**config.mk**
```make
export PLATFORM = sky130hd
export DESIGN_NAME = peri_write_sink
export DESIGN_NICKNAME = d
export VERILOG_FILES = /design/src/rtl/peri_pkg.sv /design/src/rtl/peri_sync_fifo.sv /design/src/rtl/peri_write_sink.sv
export SDC_FILE = /design/constraint.sdc
export NUM_CORES = 1
export LEC_CHECK = 0
export BUFFER_PORTS_ARGS = -buffer_cell sky130_fd_sc_hd__buf_2
export CORE_MARGIN = 5
export CORE_UTILIZATION = 62
export DETAILED_ROUTE_END_ITERATION = 12
export GPL_ROUTABILITY_DRIVEN = 0
export PLACE_DENSITY = 0.9
export SETUP_SLACK_MARGIN = 0.4
export SLEW_MARGIN = 15
export SYNTH_ARGS = -nofsm -noshare
export SYNTH_HDL_FRONTEND = slang
export SYNTH_SLANG_ARGS = --single-unit
export TNS_END_PERCENT = 50
```
**constraint.sdc**
```tcl
create_clock -name clk -period 8.8 [get_ports clk]
set_input_delay 0.44 -clock clk [delete_from_list [all_inputs] [get_ports clk]]
set_output_delay 0.44 -clock clk [all_outputs]
set_load 0.005 [all_outputs]
```
**src/rtl/peri_pkg.sv**
```systemverilog
// ---------------------------------------------------------------------------
// peri_pkg : register offsets, CTRL bit indices and drain FSM states
// Revision : 1.0
// ---------------------------------------------------------------------------
`default_nettype none

package peri_pkg;

  localparam logic [1:0] PERI_OFS_TXDATA = 2'd0;
  localparam logic [1:0] PERI_OFS_GPO    = 2'd1;
  localparam logic [1:0] PERI_OFS_CTRL   = 2'd2;
  localparam logic [1:0] PERI_OFS_FLUSH  = 2'd3;

  localparam int CTRL_DRAIN_EN = 0;
  localparam int CTRL_OVF_CLR  = 1;
  localparam int CTRL_IRQ_EN   = 2;

  typedef enum logic [0:0] {
    DRAIN_EMPTY = 1'b0,
    DRAIN_FULL  = 1'b1
  } drain_state_t;

endpackage

`default_nettype wire

```
**src/rtl/peri_sync_fifo.sv**
```systemverilog
// ---------------------------------------------------------------------------
// peri_sync_fifo : single-clock FIFO with flush; push accepted when full if popping
// Revision       : 1.0
// ---------------------------------------------------------------------------
`default_nettype none

module peri_sync_fifo #(
  parameter int DEPTH = 8,
  parameter int WIDTH = 16
) (
  input  logic                     clk,
  input  logic                     rst,
  input  logic                     push,
  input  logic                     pop,
  input  logic                     flush,
  input  logic [WIDTH-1:0]         wdata,
  output logic [WIDTH-1:0]         rdata,
  output logic [$clog2(DEPTH):0]   count,
  output logic                     full,
  output logic                     empty
);

  localparam int AW = $clog2(DEPTH);

  logic [WIDTH-1:0] mem [DEPTH];
  logic [AW-1:0]    wr_ptr;
  logic [AW-1:0]    rd_ptr;
  logic             do_push;
  logic             do_pop;

  assign full    = (count == DEPTH[AW:0]);
  assign empty   = (count == '0);
  assign do_pop  = pop & ~empty;
  assign do_push = push & (~full | do_pop);
  assign rdata   = mem[rd_ptr];

  always_ff @(posedge clk) begin
    if (rst || flush) begin
      wr_ptr <= '0;
      rd_ptr <= '0;
      count  <= '0;
    end else begin
      if (do_push) wr_ptr <= wr_ptr + 1'b1;
      if (do_pop)  rd_ptr <= rd_ptr + 1'b1;
      case ({do_push, do_pop})
        2'b10:   count <= count + 1'b1;
        2'b01:   count <= count - 1'b1;
        default: count <= count;
      endcase
    end
  end

  always_ff @(posedge clk) begin
    if (do_push && !flush) mem[wr_ptr] <= wdata;
  end

endmodule

`default_nettype wire

```
**src/rtl/peri_write_sink.sv**
```systemverilog
// ---------------------------------------------------------------------------
// peri_write_sink : peripheral-write register window feeding a FIFO-backed stream
// Revision        : 1.0   (optional irq logic: define PERI_SINK_IRQ_EN)
// ---------------------------------------------------------------------------
`default_nettype none

module peri_write_sink
  import peri_pkg::*;
#(
  parameter logic [15:0] BASE_ADDR  = 16'hFF00,
  parameter int          DATA_W     = 16,
  parameter int          FIFO_DEPTH = 8
) (
  input  logic                          clk,
  input  logic                          rst,
  input  logic                          peri_web,
  input  logic [15:0]                   peri_addr,
  input  logic [DATA_W-1:0]             peri_datao,
  output logic                          out_valid,
  output logic [DATA_W-1:0]             out_data,
  input  logic                          out_ready,
  output logic [DATA_W-1:0]             gpo,
  output logic [$clog2(FIFO_DEPTH):0]   fifo_count,
  output logic                          overflow,
  output logic                          irq
);

  logic              hit;
  logic              wr_tx;
  logic              wr_gpo;
  logic              wr_ctrl;
  logic              wr_flush;
  logic              fifo_pop;
  logic              fifo_full;
  logic              fifo_empty;
  logic [DATA_W-1:0] fifo_rdata;
  logic              ovf_event;
  logic              drain_en;
  drain_state_t      state;
  drain_state_t      state_nxt;

  assign hit      = ~peri_web && (peri_addr[15:2] == BASE_ADDR[15:2]);
  assign wr_tx    = hit && (peri_addr[1:0] == PERI_OFS_TXDATA);
  assign wr_gpo   = hit && (peri_addr[1:0] == PERI_OFS_GPO);
  assign wr_ctrl  = hit && (peri_addr[1:0] == PERI_OFS_CTRL);
  assign wr_flush = hit && (peri_addr[1:0] == PERI_OFS_FLUSH);

  // A full FIFO still accepts the push when the drain pops in the same cycle
  assign ovf_event = wr_tx && fifo_full && !fifo_pop;

  peri_sync_fifo #(
    .DEPTH (FIFO_DEPTH),
    .WIDTH (DATA_W)
  ) u_fifo (
    .clk   (clk),
    .rst   (rst),
    .push  (wr_tx),
    .pop   (fifo_pop),
    .flush (wr_flush),
    .wdata (peri_datao),
    .rdata (fifo_rdata),
    .count (fifo_count),
    .full  (fifo_full),
    .empty (fifo_empty)
  );

  always_ff @(posedge clk) begin
    if (rst) begin
      state    <= DRAIN_EMPTY;
      out_data <= '0;
    end else begin
      state <= state_nxt;
      if (fifo_pop) out_data <= fifo_rdata;
    end
  end

  always_comb begin
    state_nxt = state;
    fifo_pop  = 1'b0;
    case (state)
      DRAIN_EMPTY: begin
        if (drain_en && !fifo_empty) begin
          fifo_pop  = 1'b1;
          state_nxt = DRAIN_FULL;
        end
      end
      DRAIN_FULL: begin
        if (out_ready) begin
          if (drain_en && !fifo_empty) fifo_pop = 1'b1;
          else                         state_nxt = DRAIN_EMPTY;
        end
      end
      default: state_nxt = DRAIN_EMPTY;
    endcase
  end

  assign out_valid = (state == DRAIN_FULL);

  always_ff @(posedge clk) begin
    if (rst) begin
      gpo      <= '0;
      drain_en <= 1'b0;
      overflow <= 1'b0;
    end else begin
      if (wr_gpo)  gpo      <= peri_datao;
      if (wr_ctrl) drain_en <= peri_datao[CTRL_DRAIN_EN];
      if (ovf_event)
        overflow <= 1'b1;
      else if (wr_ctrl && peri_datao[CTRL_OVF_CLR])
        overflow <= 1'b0;
    end
  end

`ifdef PERI_SINK_IRQ_EN
  logic irq_en;
  logic tx_done;
  logic tx_done_set;
  logic tx_done_clr;

  // Last word accepted with nothing left behind it
  assign tx_done_set = (state == DRAIN_FULL) && out_ready && fifo_empty;
  assign tx_done_clr = wr_tx || (wr_ctrl && peri_datao[CTRL_OVF_CLR]);

  always_ff @(posedge clk) begin
    if (rst) begin
      irq_en  <= 1'b0;
      tx_done <= 1'b0;
      irq     <= 1'b0;
    end else begin
      if (wr_ctrl) irq_en <= peri_datao[CTRL_IRQ_EN];
      if (tx_done_clr)      tx_done <= 1'b0;
      else if (tx_done_set) tx_done <= 1'b1;
      irq <= irq_en && (overflow || tx_done);
    end
  end
`else
  assign irq = 1'b0;
`endif

endmodule

`default_nettype wire

```
* Word-level counts from Yosys, hierarchy flattened *
Memory sizes are Yosys's and may differ from the RTL's. A register that Yosys moved wholly into a read port is not among the register bits.
Index checks and enable logic that the tools add are counted.

word-level totals
  bits in registers = 29
  latch bits = 0
  bits in writable memories = 128
  memory bits (read-only) = 0
  input bits = 36
  output and inout bits = 39
  logic and storage cells = 54
  memories kept = 1

memories
  memory      words  bits a word  rd ports  clocked after Yosys merged registers in  wr ports  line                  source
  u_fifo.mem  8      16           1         1                                        1         peri_sync_fifo.sv:25  logic [WIDTH-1:0] mem [DEPTH];

cells by class
  $add $sub $neg = 4
  multipliers = 0
  div/mod/pow operators = 0
  order comparisons = 0
  equality and inequality tests = 7
  shifts and indexed selects = 0
  mux-type cells = 10
  bitwise logic cells = 7
  reductions and logical operators = 18

operator list
  kind                  number
  $eq 14x14->1 const B  1
  $logic_and 1x1->1     10
  $pmux 4 s2            1
  $mux 1                7
  $add 3x1->3 const B   2
  $eq 2x2->1 const B    3
  $add 4x1->4 const B   1
  $eq 2x1->1 const B    2
  $eq 4x4->1 const B    1
  $logic_not 4->1       1
  $not 1->1             4
  $pmux 1 s2            2
  $reduce_bool 2->1     2
  $sub 4x1->4 const B   1
  $logic_not 1->1       3
  $and 1x1->1           2
  $logic_not 2->1       1
  $logic_or 1x1->1      1
  $or 1x1->1            1

* Depth between registers and ports, before layout *
Gate-level depths: netlist of run 1.

  word-level depth = 12
  depth in mapped cells = 11
  mapped depth without buffers = 10

* Modules after synthesis *
From an unflattened synthesis of run 1, not the netlist that was laid out.

second synthesis, totals
  cell total of the unflattened synthesis = 448
  area total of the unflattened synthesis = 7153.1 µm²

by module, submodules not included
  module           times used  cells each  area each (µm²)  sequential area each (µm²)
  peri_sync_fifo   1           274         5614.1           4103.9
  peri_write_sink  1           174         1539.0           700.7

* Worst setup path before layout of run 1 *
No wires, ideal clock.

  kind = input port to flip-flop
  start = in peri_addr[3]
  end = mem u_fifo.mem[0][0], enable pin
  setup time = 0.430 ns
  arrival = 3.356 ns
  required time = 8.370 ns
  setup slack = 5.014 ns
  stages on the path = 4
  path buffers = 0
  cell sequence = or4_4 > nor4_2 > nand3_1 > nor4_1

between the ends
  cells in the longest elaborated chain, start to end = 7
  elaborated cells on any way between the ends = 9
  those cells by class = eq/ne (1); mux (2); bitwise (1); reduce/logical (5)

ends and longest elaborated chain
  item                                                   line                                          source
  start: declaration                                     peri_write_sink.sv:17                         input logic [15:0] peri_addr,
  $eq 14x14->1 (*)                                       peri_write_sink.sv:42                         assign hit = ~peri_web && (peri_addr[15:2] == BASE_ADDR[15:2]);
  $logic_and 1x1->1 (*)                                  peri_write_sink.sv:42
  $logic_and 1x1->1, on equally long branches            peri_write_sink.sv:43, peri_write_sink.sv:46
  $and 1x1->1 / $logic_not 1->1 (equally long branches)  peri_sync_fifo.sv:34, peri_sync_fifo.sv:54
  $logic_and 1x1->1 (*)                                  peri_sync_fifo.sv:54                          if (do_push && !flush) mem[wr_ptr] <= wdata;
  $mux 1 (*)                                             peri_sync_fifo.sv:54
  $mux 1 (not written as such) (*)                       peri_sync_fifo.sv:54
  end: declaration                                       peri_sync_fifo.sv:25

Every way passes the cells marked *; elsewhere a longest branch is shown, timed or not.

* Worst setup path in the final report of run 1 *
  start = reg u_fifo.count[3]
  end = reg u_fifo.count[3]

between the ends
  cells in the longest elaborated chain, start to end = 11
  elaborated cells on any way between the ends = 18
  those cells by class = add/sub (2); eq/ne (3); mux (4); bitwise (5); reduce/logical (4)

ends and longest elaborated chain
  item                                                    line                                          source
  start: declaration                                      peri_sync_fifo.sv:18                          output logic [$clog2(DEPTH):0] count,
  start signal: assignment                                peri_sync_fifo.sv:46                          2'b10: count <= count + 1'b1;
  start signal: assignment                                peri_sync_fifo.sv:47                          2'b01: count <= count - 1'b1;
  start signal: assignment                                peri_sync_fifo.sv:48                          default: count <= count;
  $logic_not 4->1                                         peri_sync_fifo.sv:32                          assign empty = (count == '0);
  $logic_not 1->1                                         peri_write_sink.sv:82, peri_write_sink.sv:89
  $logic_and 1x1->1                                       peri_write_sink.sv:82, peri_write_sink.sv:89
  $mux 1                                                  peri_write_sink.sv:82, peri_write_sink.sv:89
  $mux 1                                                  peri_write_sink.sv:88                         if (out_ready) begin
  $pmux 1 s2                                              peri_write_sink.sv:80                         case (state)
  $and 1x1->1                                             peri_sync_fifo.sv:33                          assign do_pop = pop & ~empty;
  $or 1x1->1                                              peri_sync_fifo.sv:34                          assign do_push = push & (~full | do_pop);
  $and 1x1->1                                             peri_sync_fifo.sv:34
  $eq 2x1->1 / $eq 2x2->1 (equally long branches)         peri_sync_fifo.sv:45                          case ({do_push, do_pop})
  $pmux 4 s2 / $reduce_bool 2->1 (equally long branches)  n/a

Several ways; a longest one is shown, not always the timed one.
A chain may end at the register's enable or synchronous reset.

==> impl_metrics.env, run 1 <==
export IMPL_grt_pass1_wl_um=21900
export IMPL_ys_ff_latch=173
export IMPL_ioPinCount=75
export IMPL_top_layer="met4"
export IMPL_tightest_slew_ns=1.21
export IMPL_track_usage_pct=22.9
export IMPL_maxCapViolations=0
export IMPL_rsz0062_at_grt="no"
export IMPL_cts_tree="done"
export IMPL_numCtsBuffers=17
export IMPL_fin_nets=528
export IMPL_rr_startpoint="u_fifo.count[3]$_SDFFE_PP0P_"
export IMPL_crit_path_end_kind="flop"
export IMPL_avgViaCountPerCell=6.03
export IMPL_area_growth_pct=16.5
export IMPL_vias=3860
export IMPL_die_h_um=114
export IMPL_async_reset_ff_share_pct=0
export IMPL_final_common_cell="edfxtp_1"
export IMPL_finalClockSkew_ns=0.0156
export IMPL_cts_resized=0
export IMPL_clock_latency_ns=0.54
export IMPL_die_width_um=114
export IMPL_synth_top_area_cell="edfxtp_1"
export IMPL_syn_area_um2=6710
export IMPL_syn_area_per_cell_um2=16.4
export IMPL_worstHoldEndpoint="u_fifo.mem[6][2]$_DFFE_PP_"
export IMPL_synth_fp_nets=451
export IMPL_totalWireLength_um=13800
export IMPL_reg2reg_depth=10
export IMPL_holdCritPathClass="in2reg"
export IMPL_initial_core_util_pct=62.4
export IMPL_rows=38
export IMPL_io_buffer_count=73
export IMPL_wl_met2_um=6850
export IMPL_finalMaxSlewViolations=0
export IMPL_synth_edf_count=128
export IMPL_fmax_mhz=322
export IMPL_drc=0
export IMPL_netlist_instances=410
export IMPL_fin_area_um2=7810
export IMPL_fin_crit_sh_pct=35.3
export IMPL_synth_area_leaders="edfxtp_1 57%, dfxtp_1 13%, mux4_2 11%, mux2i_1 2.7%, nand2_1 2.1%"
export IMPL_setup_tns_ns=0
export IMPL_place_area_um2=7230
export IMPL_drtAntennaViolNets=0
export IMPL_antenna_cells=0
export IMPL_setup_viol=0
export IMPL_min_from="peri_datao[2]"
export IMPL_place_hpwl_um=8310
export IMPL_dr_wl_met3_um=1100
export IMPL_first_global_vias=4025
export IMPL_postCtsSetupRepairBufs=0
export IMPL_synth_main_ff_cell="edfxtp_1"
export IMPL_grt_max_degree=37
export IMPL_drive_gt1_share_pct=33.2
export IMPL_firstDrtPassIters=5
export IMPL_core_area_um2=10700
export IMPL_slew_limit_headroom_pct=19.4
export IMPL_ir_drop_v=0.000118
export IMPL_clkSlewWorstSetupHoldPaths_ns=0.08
export IMPL_dieArea_um2=13000
export IMPL_yosysSeqAreaShare_pct=70.7
export IMPL_pwr_density_cell_nw_per_um2=206
export IMPL_dr_first_iter_drc_count=284
export IMPL_fin_crit_ns=3.10
export IMPL_root_buffer="clkbuf_8"
export IMPL_clock_sinks=173
export IMPL_antenna_found_initial=0
export IMPL_required_ns=9.25
export IMPL_ys_warnings_count=0
export IMPL_hold_viol_final=0
export IMPL_htree_levels=4
export IMPL_routedWlPerCell_um=21.5
export IMPL_status="completed"
export IMPL_cts_buffer_depth=2
export IMPL_start_kind="flop"
export IMPL_min_path_cells=1
export IMPL_grt_ovfl_total=0
export IMPL_worst_ep_arrival_time_ns=3.56
export IMPL_synth_top_area_share_pct=57.3
export IMPL_synth_cell_types=44
export IMPL_cts_hold_buf=0
export IMPL_met1Wirelength_um=5600
export IMPL_power_leakage_nw=2.66
export IMPL_path_class="reg2reg"
export IMPL_path_max_fanout=10
export IMPL_worstReg2RegEnd="u_fifo.count[3]$_SDFFE_PP0P_"
export IMPL_mostFrequentLayoutCells="128 x edfxtp_1, 73 x buf_2, 43 x dfxtp_1"
export IMPL_r2r_slack_ns=5.70
-- how the worst max path moves through the flow --
stage	slack, ns	start	end
after global placement	5.59	peri_addr[3]	u_fifo.count[3]$_SDFFE_PP0P_
final	5.70	u_fifo.count[3]$_SDFFE_PP0P_	u_fifo.count[3]$_SDFFE_PP0P_
after floorplan	5.01	peri_addr[3]	u_fifo.mem[0][0]$_DFFE_PP_
after detailed placement	5.40	peri_addr[3]	u_fifo.count[3]$_SDFFE_PP0P_
after global routing	5.52	u_fifo.count[3]$_SDFFE_PP0P_	u_fifo.count[3]$_SDFFE_PP0P_
after CTS	5.78	u_fifo.count[3]$_SDFFE_PP0P_	u_fifo.count[3]$_SDFFE_PP0P_
-- registers in the layout, indices dropped and copies added (netlist names) --
register	cells
drain_en	1
gpo	16
out_data	16
out_valid	1
overflow	1
u_fifo.count	4
u_fifo.mem	128
u_fifo.rd_ptr	3
u_fifo.wr_ptr	3
-- cell usage after synthesis, types with 6 or more instances --
cell type  instances
nand3_1            6
dfxtp_1           45
clkbuf_1          14
edfxtp_1         128
mux2i_1           18
nor2_1            26
a211oi_1          16
nand2_1           38
nand4_1            6
a21oi_1           24
mux4_2            32
-- per-layer routing --
metal | vias up | track usage (%)
met2 | 184 | 36.4
met3 | 22 | 7.27
li1 | 1738 | -
met5 | - | 0
met1 | 1916 | 30.5
met4 | 0 | 7.21
-- cells by family (layout without fill, tap and decap cells) --
kind of cell / count (synthesis) / after routing / share of synthesized area (%)
xor gates and xnor gates: 5 / 5 / 0.653
and+or+nand+nor: 98 / 98 / 7.25
buffers and inverters: 28 / 118 / 1.98
DFF: 173 / 173 / 70.7
other: 1 / 1 / 0.0559
adders and majority gates: 5 / 5 / 1.04
muxes: 50 / 50 / 13.4
AOI/OAI and AO/OA: 50 / 50 / 4.87
-- where the power goes --
group          internal (mW)  switching [mW]  leakage (nW)
combinational        0.00694          0.0161         0.858
sequential             0.873     0.000000775          1.51
clock                  0.369           0.346         0.285
total                   1.25           0.363          2.66
-- per-stage QoR --
step | worst slack (ns) | hold WS [ns] | utilization [%] | cells | power (mW)
2_1_floorplan | 5.01 | 0.448 | - | 410 | 0.898
3_3_place_gp | 5.59 | 0.436 | 67.3 | 608 | 0.913
3_5_place_dp | 5.40 | 0.443 | 67.3 | 608 | 0.914
4_1_cts | 5.78 | 0.166 | 72.7 | 640 | 1.62
5_1_grt | 5.52 | 0.177 | 72.7 | 640 | 1.67
6_report | 5.70 | 0.189 | 72.7 | 640 | 1.61
-- final cells by class --
| type | instances | area (um2) |
|---|---|---|
| flip-flops and latches | 173 | 4750 |
| fillers | 673 | 2930 |
| inverters | 5 | 18.8 |
| well taps | 140 | 175 |
| multi-input cells | 209 | 1870 |
| clock buffers | 17 | 414 |
| repair buffers | 81 | 425 |
| clock inverters | 15 | 168 |
-- critical path, cell delays in order, from the launching register on --
cell	delay (ns)
dfxtp_1	0.38
o41ai_1	0.68
nand2b_1	0.32
a21o_1	0.32
inv_1	0.11
ha_1	0.35
nand3_1	0.11
nand2_1	0.16
nand3_1	0.10
o221a_2	0.30
a211oi_2	0.20
Power figures use the tool's default switching activity.
==> run 2, diff against run 1 <==
CORE_UTILIZATION = 58   (was 62)
PLACE_DENSITY = 0.85   (was 0.9)
clock period = 3 ns   (was 8.8 ns; I/O delays follow)
==> impl_metrics.env, run 2 (synthesis results as in run 1) <==
export IMPL_fmax_mhz=403
export IMPL_htree_levels=4
export IMPL_clock_latency_ns=0.42
export IMPL_drc=0
export IMPL_rows=39
export IMPL_slew_limit_headroom_pct=42.5
export IMPL_worstHoldEndpoint="u_fifo.mem[5][3]$_DFFE_PP_"
export IMPL_pwr_density_cell_nw_per_um2=587
export IMPL_hold_viol_final=0
export IMPL_clock_sinks=173
export IMPL_min_from="peri_datao[3]"
export IMPL_required_ns=3.35
export IMPL_io_buffer_count=73
export IMPL_mostFrequentLayoutCells="128 x edfxtp_1, 73 x buf_2, 44 x dfxtp_1"
export IMPL_maxCapViolations=0
export IMPL_top_regs="u_fifo.mem x128, gpo x16, out_data x16"
export IMPL_grt_ovfl_total=0
export IMPL_worstReg2RegEnd="u_fifo.count[3]$_SDFFE_PP0P_"
export IMPL_clkSlewWorstSetupHoldPaths_ns=0.06
export IMPL_rr_startpoint="u_fifo.count[3]$_SDFFE_PP0P_"
export IMPL_antenna_found_initial=0
export IMPL_totalWireLength_um=14000
export IMPL_status="completed"
export IMPL_initial_core_util_pct=59.0
export IMPL_utilization_pct=69.9
export IMPL_min_path_cells=1
export IMPL_setup_tns_ns=0
export IMPL_area_growth_pct=18.4
export IMPL_start_kind="flop"
export IMPL_firstDrtPassIters=5
export IMPL_die_width_um=118
export IMPL_final_cells=661
export IMPL_largest_reg_flops=128
export IMPL_dr_first_iter_drc_count=320
export IMPL_root_buffer="clkbuf_16"
export IMPL_finalMaxSlewViolations=0
export IMPL_path_class="reg2reg"
export IMPL_cts_buffer_depth=2
export IMPL_drive_gt1_share_pct=34.7
export IMPL_setup_viol=0
export IMPL_grt_max_degree=37
export IMPL_dieArea_um2=13800
export IMPL_avgViaCountPerCell=5.96
export IMPL_drtAntennaViolNets=0
export IMPL_fin_crit_ns=2.48
export IMPL_vias=3942
export IMPL_tightest_slew_ns=0.861
export IMPL_hold_ws_ns=0.0226
export IMPL_dp_cells=627
export IMPL_finalClockSkew_ns=0.00721
export IMPL_power_leakage_nw=2.73
export IMPL_grt_pass1_wl_um=22300
export IMPL_ioPinCount=75
export IMPL_core_area_um2=11400
export IMPL_die_h_um=118
export IMPL_cts_tree="done"
export IMPL_numCtsBuffers=17
export IMPL_place_hpwl_um=9040
export IMPL_worst_ep_arrival_time_ns=2.83
export IMPL_reg2reg_depth=11
export IMPL_routedWlPerCell_um=21.2
export IMPL_top_register="u_fifo.mem"
export IMPL_fin_nets=546
export IMPL_ir_drop_v=0.000439
export IMPL_rsz0062_at_grt="no"
export IMPL_track_usage_pct=21.2
export IMPL_first_global_vias=4093
export IMPL_holdCritPathClass="in2reg"
export IMPL_postCtsSetupRepairBufs=0
export IMPL_crit_path_end_kind="flop"
export IMPL_path_max_fanout=6
export IMPL_antenna_cells=0
export IMPL_fin_crit_sh_pct=82.8
export IMPL_final_common_cell="edfxtp_1"
export IMPL_r2r_slack_ns=0.52
run 2: worst max path at each step:
stage	endpoint	cells after the start	slack, ns	from
after global routing	u_fifo.count[3]$_SDFFE_PP0P_	11	0.39	u_fifo.count[3]$_SDFFE_PP0P_
after floorplan	u_fifo.mem[3][0]$_DFFE_PP_	4	0.30	peri_addr[3]
final	u_fifo.count[3]$_SDFFE_PP0P_	11	0.52	u_fifo.count[3]$_SDFFE_PP0P_
after CTS	u_fifo.count[3]$_SDFFE_PP0P_	11	0.50	u_fifo.count[3]$_SDFFE_PP0P_
after detailed placement	u_fifo.count[3]$_SDFFE_PP0P_	11	0.35	peri_addr[3]
after global placement	u_fifo.count[3]$_SDFFE_PP0P_	11	0.51	peri_addr[3]
run 2: layout make-up:
class,instances,area [um2]
clock buffer,19,433
inverter,5,18.8
clock inverter,13,118
tap,143,179
sequential,173,4750
fill,694,3430
multi-input combinational,209,1880
timing repair buffer,99,566
run 2: report_power, final:
part           internal (mW)  total [mW]  switching, mW
sequential              2.56        2.56     0.00000237
clock                   1.14        2.03          0.888
combinational         0.0229      0.0699         0.0470
total                   3.73        4.67          0.935
run 2: what timing repair did:
item / 4_1_cts / 5_1_grt
gates resized for setup: 0 / 3
hold buffers: 2 / 0
hold endpoints to repair: 11 / 0
setup endpoints to repair: 0 / 1
run 2: through the flow:
step,instance area (um2),total power [mW],worst slack [ns]
finish,7940,4.67,0.516
floorplan,6740,2.63,0.298
CTS,7930,4.70,0.498
detailed placement,7360,2.68,0.352
global placement,7360,2.68,0.510
global route,7940,4.81,0.387
run 2: metal layers:
metal  part of all wire (%)  GRT usage [%]  up-vias
met1                     40           27.5     1968
met2                     51           34.3      168
met5                      0              0        -
met3                    6.3           6.15       26
li1                       -              -     1780
met4                    2.2           7.53        0
run 2: worst max-delay path, cell delays in order (launching register included):
cell,delay (ns)
dfxtp_1,0.38
o41ai_2,0.35
buf_4,0.17
nand2b_2,0.16
a21o_1,0.12
inv_1,0.07
ha_1,0.35
nand3_1,0.12
nand2_1,0.16
nand3_1,0.10
o221a_2,0.27
a211oi_2,0.18
